[src/rtl/multi_pulse_stretcher.sv]
// multi_pulse_stretcher
//   Multi-channel pulse stretcher for status/activity indicators. Each channel
//   stretches input events to at least `period` clk cycles (0 behaves as 1).
//   Each channel has its own mode:
//   - level mode: out stays high for max(input high time, period).
//   - retrigger mode: one-shot of `period` cycles, restarted by every rising edge.
//
// Parameters:
//   CHANNELS  number of independent channels (>= 1)
//   BITS      width of the per-channel counter and of `period`
//
// Ports:
//   clk     system clock, all logic on the rising edge
//   reset   synchronous active-low reset
//   in      per-channel event inputs
//   mode    per-channel mode: 0 = level, 1 = retrigger (sampled every cycle)
//   period  shared stretch length in clk cycles
//   out     registered stretched outputs
//   active  registered OR of all out bits, aligned with out
//
// Build option:
//   MULTI_PULSE_STRETCHER_SYNC_EN  when defined, each input passes through a
//   two-flop synchroniser (adds 2 cycles of latency); otherwise `in` is used
//   directly and must be synchronous to clk.
module multi_pulse_stretcher #(
  parameter int unsigned CHANNELS = 4,
  parameter int unsigned BITS     = 20
) (
  input  logic                clk,
  input  logic                reset,
  input  logic [CHANNELS-1:0] in,
  input  logic [CHANNELS-1:0] mode,
  input  logic [BITS-1:0]     period,
  output logic [CHANNELS-1:0] out,
  output logic                active
);

  logic [CHANNELS-1:0] s;
  logic [CHANNELS-1:0] s_prev_q, s_prev_d;
  logic [CHANNELS-1:0] rise;
  logic [CHANNELS-1:0] out_q, out_d;
  logic                active_q, active_d;
  logic [BITS-1:0]     cnt_q [CHANNELS];
  logic [BITS-1:0]     cnt_d [CHANNELS];
  logic [BITS-1:0]     p_len;
  logic [CHANNELS-1:0] idle;
  logic [CHANNELS-1:0] terminal;

`ifdef MULTI_PULSE_STRETCHER_SYNC_EN
  logic [CHANNELS-1:0] sync1_q, sync2_q;

  always_ff @(posedge clk) begin
    if (!reset) begin
      sync1_q <= '0;
      sync2_q <= '0;
    end else begin
      sync1_q <= in;
      sync2_q <= sync1_q;
    end
  end

  assign s = sync2_q;
`else
  assign s = in;
`endif

  assign s_prev_d = s;
  assign rise     = s & ~s_prev_q;
  assign p_len    = (period == '0) ? BITS'(1) : period;

  always_comb begin
    out_d    = '0;
    idle     = '0;
    terminal = '0;
    for (int i = 0; i < CHANNELS; i++) begin
      cnt_d[i]    = cnt_q[i];
      idle[i]     = (cnt_q[i] == '0);
      // >= so a period lowered mid-pulse ends the pulse at the next edge
      terminal[i] = !idle[i] && (cnt_q[i] >= p_len);
      if (!mode[i]) begin
        if (idle[i]) begin
          if (s[i]) begin
            out_d[i] = 1'b1;
            cnt_d[i] = BITS'(1);
          end
        end else if (!terminal[i]) begin
          out_d[i] = 1'b1;
          cnt_d[i] = cnt_q[i] + BITS'(1);
        end else if (s[i]) begin
          out_d[i] = 1'b1;  // hold at terminal count while input stays high
        end else begin
          cnt_d[i] = '0;
        end
      end else begin
        if (idle[i]) begin
          if (rise[i]) begin
            out_d[i] = 1'b1;
            cnt_d[i] = BITS'(1);
          end
        end else if (!terminal[i]) begin
          out_d[i] = 1'b1;
          cnt_d[i] = rise[i] ? BITS'(1) : cnt_q[i] + BITS'(1);
        end else if (rise[i]) begin
          out_d[i] = 1'b1;
          cnt_d[i] = BITS'(1);
        end else begin
          cnt_d[i] = '0;
        end
      end
    end
    active_d = |out_d;
  end

  always_ff @(posedge clk) begin
    if (!reset) begin
      s_prev_q <= '0;
      out_q    <= '0;
      active_q <= 1'b0;
      for (int i = 0; i < CHANNELS; i++) cnt_q[i] <= '0;
    end else begin
      s_prev_q <= s_prev_d;
      out_q    <= out_d;
      active_q <= active_d;
      for (int i = 0; i < CHANNELS; i++) cnt_q[i] <= cnt_d[i];
    end
  end

  assign out    = out_q;
  assign active = active_q;

endmodule
[config.mk]
export PLATFORM = sky130hd
export DESIGN_NAME = multi_pulse_stretcher
export DESIGN_NICKNAME = d
export VERILOG_FILES = /design/src/rtl/multi_pulse_stretcher.sv
export SDC_FILE = /design/constraint.sdc
export NUM_CORES = 1
export LEC_CHECK = 0
export CELL_PAD_IN_SITES_DETAIL_PLACEMENT = 1
export CELL_PAD_IN_SITES_GLOBAL_PLACEMENT = 2
export CORE_MARGIN = 3
export CORE_UTILIZATION = 37
export CTS_CLUSTER_DIAMETER = 80
export DETAILED_ROUTE_END_ITERATION = 7
export GPL_ROUTABILITY_DRIVEN = 1
export PLACE_DENSITY_LB_ADDON = 0.3
export SETUP_SLACK_MARGIN = 0.4
export SLEW_MARGIN = 0
export SYNTH_ARGS = -nofsm -noshare
export SYNTH_HDL_FRONTEND = slang
export SYNTH_SLANG_ARGS = --single-unit
[constraint.sdc]
create_clock -name clk -period 4.7 [get_ports clk]
set_input_delay 1.41 -clock clk [delete_from_list [all_inputs] [get_ports clk]]
set_output_delay 1.41 -clock clk [all_outputs]
set_load 0.02 [all_outputs]
==> flow_metrics.tcl <==
set metrics [dict create \
    status "completed" \
    io_buffers 34 \
    clock_tree.root_cell "clkbuf_16" \
    fin_crit_sh_pct 88.1 \
    synth_fp_nets 923 \
    grt_max_degree 33 \
    cp_top_family "compound AO/OA/AOI/OAI gates" \
    synth-edff-count 0 \
    final_cells 1083 \
    maxCapViolCount 0 \
    path_class "input pin to register" \
    rows 47 \
    dp_slack_ns -0.303 \
    synth-seq-area-share_pct 27.4 \
    die_y_um 139 \
    yosysTopAreaCellShare_pct 27.4 \
    wl_per_cell_um 20.4 \
    holdCritPathClass "register to register" \
    whs_ns 0.519 \
    cp.depth 15 \
    grt_remaining_overflow 0 \
    coreArea_sq_um 16900 \
    slew_violations 0 \
    relSlewSlack_pct 40.0 \
    h-tree-depth 3 \
    fin_ws_ns 0.559 \
    crit_buf_inv 4 \
    die_w_um 139 \
    leakage_nw 3.45 \
    fin_crit_ns 4.14 \
    crit_path_top_delay_cell "clkdlybuf4s50_1" \
    async_flop_share_pct 0 \
    dpl_cell_area_sq_um 7190 \
    initial_core_util_pct 38.5 \
    antennaDiodeCount 0 \
    antenna_found_initial 0 \
    clkLatencyLatePin_ns 0.36 \
    timing.rr.end "cnt_q[2][11]" \
    ys_types 66 \
    synthesis.area_sq_um 6500 \
    syn_inst 805 \
    cts_hold_buffers 0 \
    r2r_slack_ns 1.82 \
    setup.worst_path.start "period[4]" \
    clock-sinks 89 \
    worstPathArrival_ns 4.43 \
    crit_fanout 8 \
    grt_util_all_layers_pct 22.4 \
    rsz0062_at_grt "no" \
    gp_congestion 0.837 \
    ys.flop_type "dfxtp_1" \
    hold_violations 0 \
    cp_data_required_time_ns 4.99 \
    drtPass1Iterations 4 \
    skew_ns 0.00944 \
    nNetsFinal 976 \
    drive_gt1_share_pct 9.50 \
    worstSetupStartpointType "input pin" \
    detailed_place_hpwl_mm 16.3 \
    synth_area_per_cell_sq_um 8.08 \
    routed-via-count 6464 \
    netlist_top_cells_area "dfxtp_1 27%, ha_1 17%, a21oi_1 5.2%, nand2_1 3.9%, o21ai_0 3.7%" \
    r2r_cells 9 \
    synth_warnings 0 \
    cts_made_buffers 9 \
    path_cells "clkdlybuf4s50_1 > nor4_2 > nand4_1 > o41ai_2 > buf_4 > ha_1 > nor2_2 > a21oi_2 > o31ai_2 > a41oi_2 > nor3_4 > buf_6 > clkbuf_16 > o21ai_0 > a31oi_1" \
    drc_errors 0 \
    design.die.area_sq_um 19200 \
    max_freq_ghz 0.241 \
    cts.clk_slew.worst_paths_ns 0.07 \
    p_total_mw 2.43 \
    p_per_area_nw_per_um2 309 \
    cp-end-kind "register" \
    drt-initial-drc-count 286 \
    final_util_pct 46.6 \
    reg2reg_from "cnt_q[2][11]" \
    setup_viol 0 \
    synth_common_cells "89 x dfxtp_1, 88 x ha_1, 68 x nand2_1" \
    cts_tree "yes" \
    worstMarginPinSlew_ns 0.897 \
    grt_pass1_vias 6651 \
    ant_nets 0 \
    post-synth-top-count-cell "dfxtp_1" \
    grt_pass1_wl_mm 35.1 \
    crit_end "cnt_q[3][5]" \
    ys_ff_latch 89 \
    ctsLongestPathBuffers 2 \
    area_growth_pct 21.0 \
    viasPerCell 5.97 \
    vdd_drop_max_uv 258 \
    yosys.area.top_type "dfxtp_1" \
    stdcell_area_sq_um 7870 \
    pin_count 35 \
    routed_wl_mm 22.1 \
    dp.cells 1056 \
    max_stage_delay_ns 0.43 \
    finalSetupTns_ns 0 \
]
==> flip-flops by register name, summed over array words and instances (netlist names) <==
signal	flops
s_prev_q	4
out	4
cnt_q	80
active	1
==> power breakdown <==
group | switching, mW | internal (mW)
clock | 0.323 | 0.550
combinational | 0.418 | 0.317
sequential | 0.0391 | 0.784
total | 0.780 | 1.65
==> cell usage in the layout (no fill, tap or decap), types with 12 or more instances in the layout <==
cell	Yosys	routed
inv_1	49	49
nor3_1	17	15
clkbuf_16	0	13
nand2b_1	16	16
ha_1	88	88
dfxtp_1	89	89
dlymetal6s2s_1	0	15
nand2_1	68	67
a21oi_1	67	65
and3_1	29	29
nor4_1	20	16
o21ai_0	48	48
clkdlybuf4s50_1	0	19
nand3_1	31	31
buf_4	2	17
a22o_1	12	12
nand4_1	23	23
a31oi_1	35	34
nor2_1	48	47
==> worst reg2reg max path: stages, from the launching register on <==
cell       delay [ns]
dfxtp_1          0.55
ha_1             0.33
a21oi_1          0.14
o21ai_1          0.10
a2111oi_0        0.67
a211oi_2         0.19
nor2_2           0.33
buf_4            0.22
a21boi_0         0.19
a21o_1           0.10
==> final cells by class <==
type,instances,area (sq um)
repair buffers,63,731
clock buffers,12,256
well taps,220,275
fillers,1997,9010
flip-flops and latches,89,1780
multi-input cells,645,4540
inverters,50,188
clock inverters,4,98.8
==> worst min path at each step <==
| stage | from | end | slack [ns] | cells after the start |
|---|---|---|---|---|
| 3_3_place_gp | cnt_q[1][19] | cnt_q[1][19] | 0.49 | 1 |
| 3_5_place_dp | cnt_q[1][19] | cnt_q[1][19] | 0.50 | 1 |
| 5_1_grt | cnt_q[3][19] | cnt_q[3][19] | 0.54 | 1 |
| 2_1_floorplan | cnt_q[1][19] | cnt_q[1][19] | 0.46 | 1 |
| 6_report | cnt_q[3][15] | cnt_q[3][15] | 0.52 | 1 |
| 4_1_cts | cnt_q[3][19] | cnt_q[3][19] | 0.52 | 1 |
==> what timing repair did <==
| item | in CTS | in global routing |
|---|---|---|
| resized for setup | 7 | 36 |
| setup buffers | 0 | 5 |
| setup endpoints to repair | 73 | 73 |
| pin swaps | 4 | 14 |
| cloned | 1 | 5 |
==> layer usage <==
metal	track usage (%)	vias up	share of wire [%]
met2	37.8	85	49
li1	-	3142	-
met1	28.2	3207	45
met3	4.28	30	3.5
met4	8.74	0	3.0
met5	0	-	0
==> cells by family after synthesis <==
logic type	share of synthesized area (%)
mux	1.54
xor+xnor	1.62
compound gates	22.7
simple gates	25.0
flops	27.4
fa+ha+maj	16.9
buf+inv	4.83
(Power assumes the default switching activity.)
==> RTL change: new RTL, same flow settings <==
Register the output `out` once more, cleared by the reset; this adds one clock of latency there. The other outputs are not delayed to match. Comments in the files are not updated.
--- a/src/rtl/multi_pulse_stretcher.sv
+++ b/src/rtl/multi_pulse_stretcher.sv
@@ -126,5 +126,11 @@
   end
 
-  assign out    = out_q;
+  always_ff @(posedge clk) begin
+    if (!reset) begin
+      out <= '0;
+    end else begin
+      out <= out_q;
+    end
+  end
   assign active = active_q;
 
Function: changed (Yosys sat finds a counterexample within 4 cycles, from zero or initial values and one cycle with reset low).
==> RTL change against the original RTL <==
Total power shrank 0.20%; wire length rose by 2.4%; combinational power decreased by 12%; worst setup slack better by 0.086 ns; register-to-register slack better by 0.12 ns; worst hold slack worse by 0.083 ns; area after synthesis grew 4.8%; design area up 2.7%; synthesized cell count increased by 5.8%; core utilization is 1.8 points lower; sequential cell count increased by 4; sequential power grew 4.2%; final cell count is 5.5% higher; critical path type unchanged; largest power group unchanged.
==> RTL change: results (changes against the original RTL) <==
status=complete, no violations; most instantiated cells after synthesis=dfxtp_1, nand2_1, ha_1; Syn Nets=970 (+5.1%); met3 WL=490 um (-37%); CP Capture Point=cnt_q[1][5]; skew final=0.00935 ns (-0.0000830 ns); GR met2 Demand/Resource=0.380 (+0.00247); Synth Instances=852 (+5.8%); RD Place Congestion=0.837 (about the same); Avg WL per Cell=19.8 um (-3.0%); post-synth cell types=69 (+4.5%); worst r2r src=cnt_q[0][1]; CP Max Fanout=12 (+4); antenna violations before repair=1 (+1); top post-synthesis cells by area=dfxtp_1, ha_1, nand2_1; Worst path slowest cell=o22a_2; PostCTS Resize Cnt=20 (+13); VDD IR-drop max=183 uV (-29%); Slew @ Worst Pin=0.980 ns (+0.0824 ns); # nets final=1026 (+5.1%); largest net degree at the start of global routing=29 (-12%); Avg Vias per Cell=5.93 (-0.63%); M1 GR Usage=0.303 (+0.0202); asr flop ratio synth=0 (unchanged); R2R Setup Slk=1.94 ns (+0.12 ns); met3 GRT Util=0.0253 (-0.0175); final HPWL from detailed placement=17.4 mm (+6.9%); DRT iter0 DRCs=340 (+19%); DR WL met2=10.6 mm (-0.86%); CP startpoint=period[3]; clock root cell=clkbuf_16; placed insts=1123 (+6.3%); post-CTS setup buffer count=2 (+2); Sw Share=0.319 (-0.00220); gr usage total=0.228 (+0.00417); Leak=3.27 nW (-5.3%); max incr delay on CP=0.31 ns (-0.12 ns); kind of start point of the critical path=input pin; number of global-route vias before repair=7128 (+7.2%); number of CTS-inserted buffers=9 (unchanged); first-pass GRT wire length=37.0 mm (+5.3%); wl on met1=10.9 mm (+10%); Critical Path AT=4.28 ns (-0.15 ns); Seq/Total Area, Yosys=0.273 (-0.000929); reg2reg end=cnt_q[0][18]; via count=6779 (+4.9%); layout cells sized above 1=0.103 (+0.00794)
-- RTL change: cell types whose count changed in the layout (fill, tap and decap cells not counted), moves of 9 or more --
cell and change:
nand2_1 +26, nand3_1 +24, buf_4 +17, inv_1 -16
nand3b_1 +15, dlymetal6s2s_1 -10, nand4_1 -10, nor3_1 +10
o21ai_0 -10, or3_1 +10, o21a_1 +9
-- RTL change: worst min-delay path by stage --
stage	startpoint	to	slack, ns
6_report	out_q[3]	out[3]	0.44
5_1_grt	out_q[3]	out[3]	0.46
4_1_cts	out_q[3]	out[3]	0.44
3_5_place_dp	out_q[3]	out[3]	0.42
3_3_place_gp	out_q[1]	out[1]	0.42
2_1_floorplan	out_q[0]	out[0]	0.41
-- RTL change: metrics by stage --
stage | setup WS, ns | utilization
floorplan | 0.429 | -
global placement | -0.318 | 0.421
detailed placement | -0.404 | 0.421
CTS | 0.404 | 0.443
global route | 0.384 | 0.448
finish | 0.645 | 0.448
-- RTL change: layout make-up --
type	instances	area, um2
Inverter	34	128
Fill cell	2180	9950
Sequential cell	93	1860
Antenna cell	1	2.50
Tap cell	229	287
Clock buffer	9	225
Clock inverter	7	138
Timing Repair Buffer	72	653
Multi-Input combinational cell	698	4780
-- RTL change: power groups by stage --
stage	logic, mW	registers, mW	clock network [mW]
6_report	0.649	0.859	0.918
5_1_grt	0.718	0.865	0.959
4_1_cts	0.633	0.859	0.931
3_5_place_dp	0.627	0.877	0
3_3_place_gp	0.594	0.876	0
2_1_floorplan	0.383	0.868	0
-- RTL change: kinds of logic after synthesis --
logic type / Yosys count / synth area share
DFF: 93 / 0.273
xor gates and xnor gates: 9 / 0.0116
buffers and inverters: 61 / 0.0409
muxes: 6 / 0.00918
AOI/OAI and AO/OA: 227 / 0.218
and+or+nand+nor: 368 / 0.286
adders and majority gates: 88 / 0.162
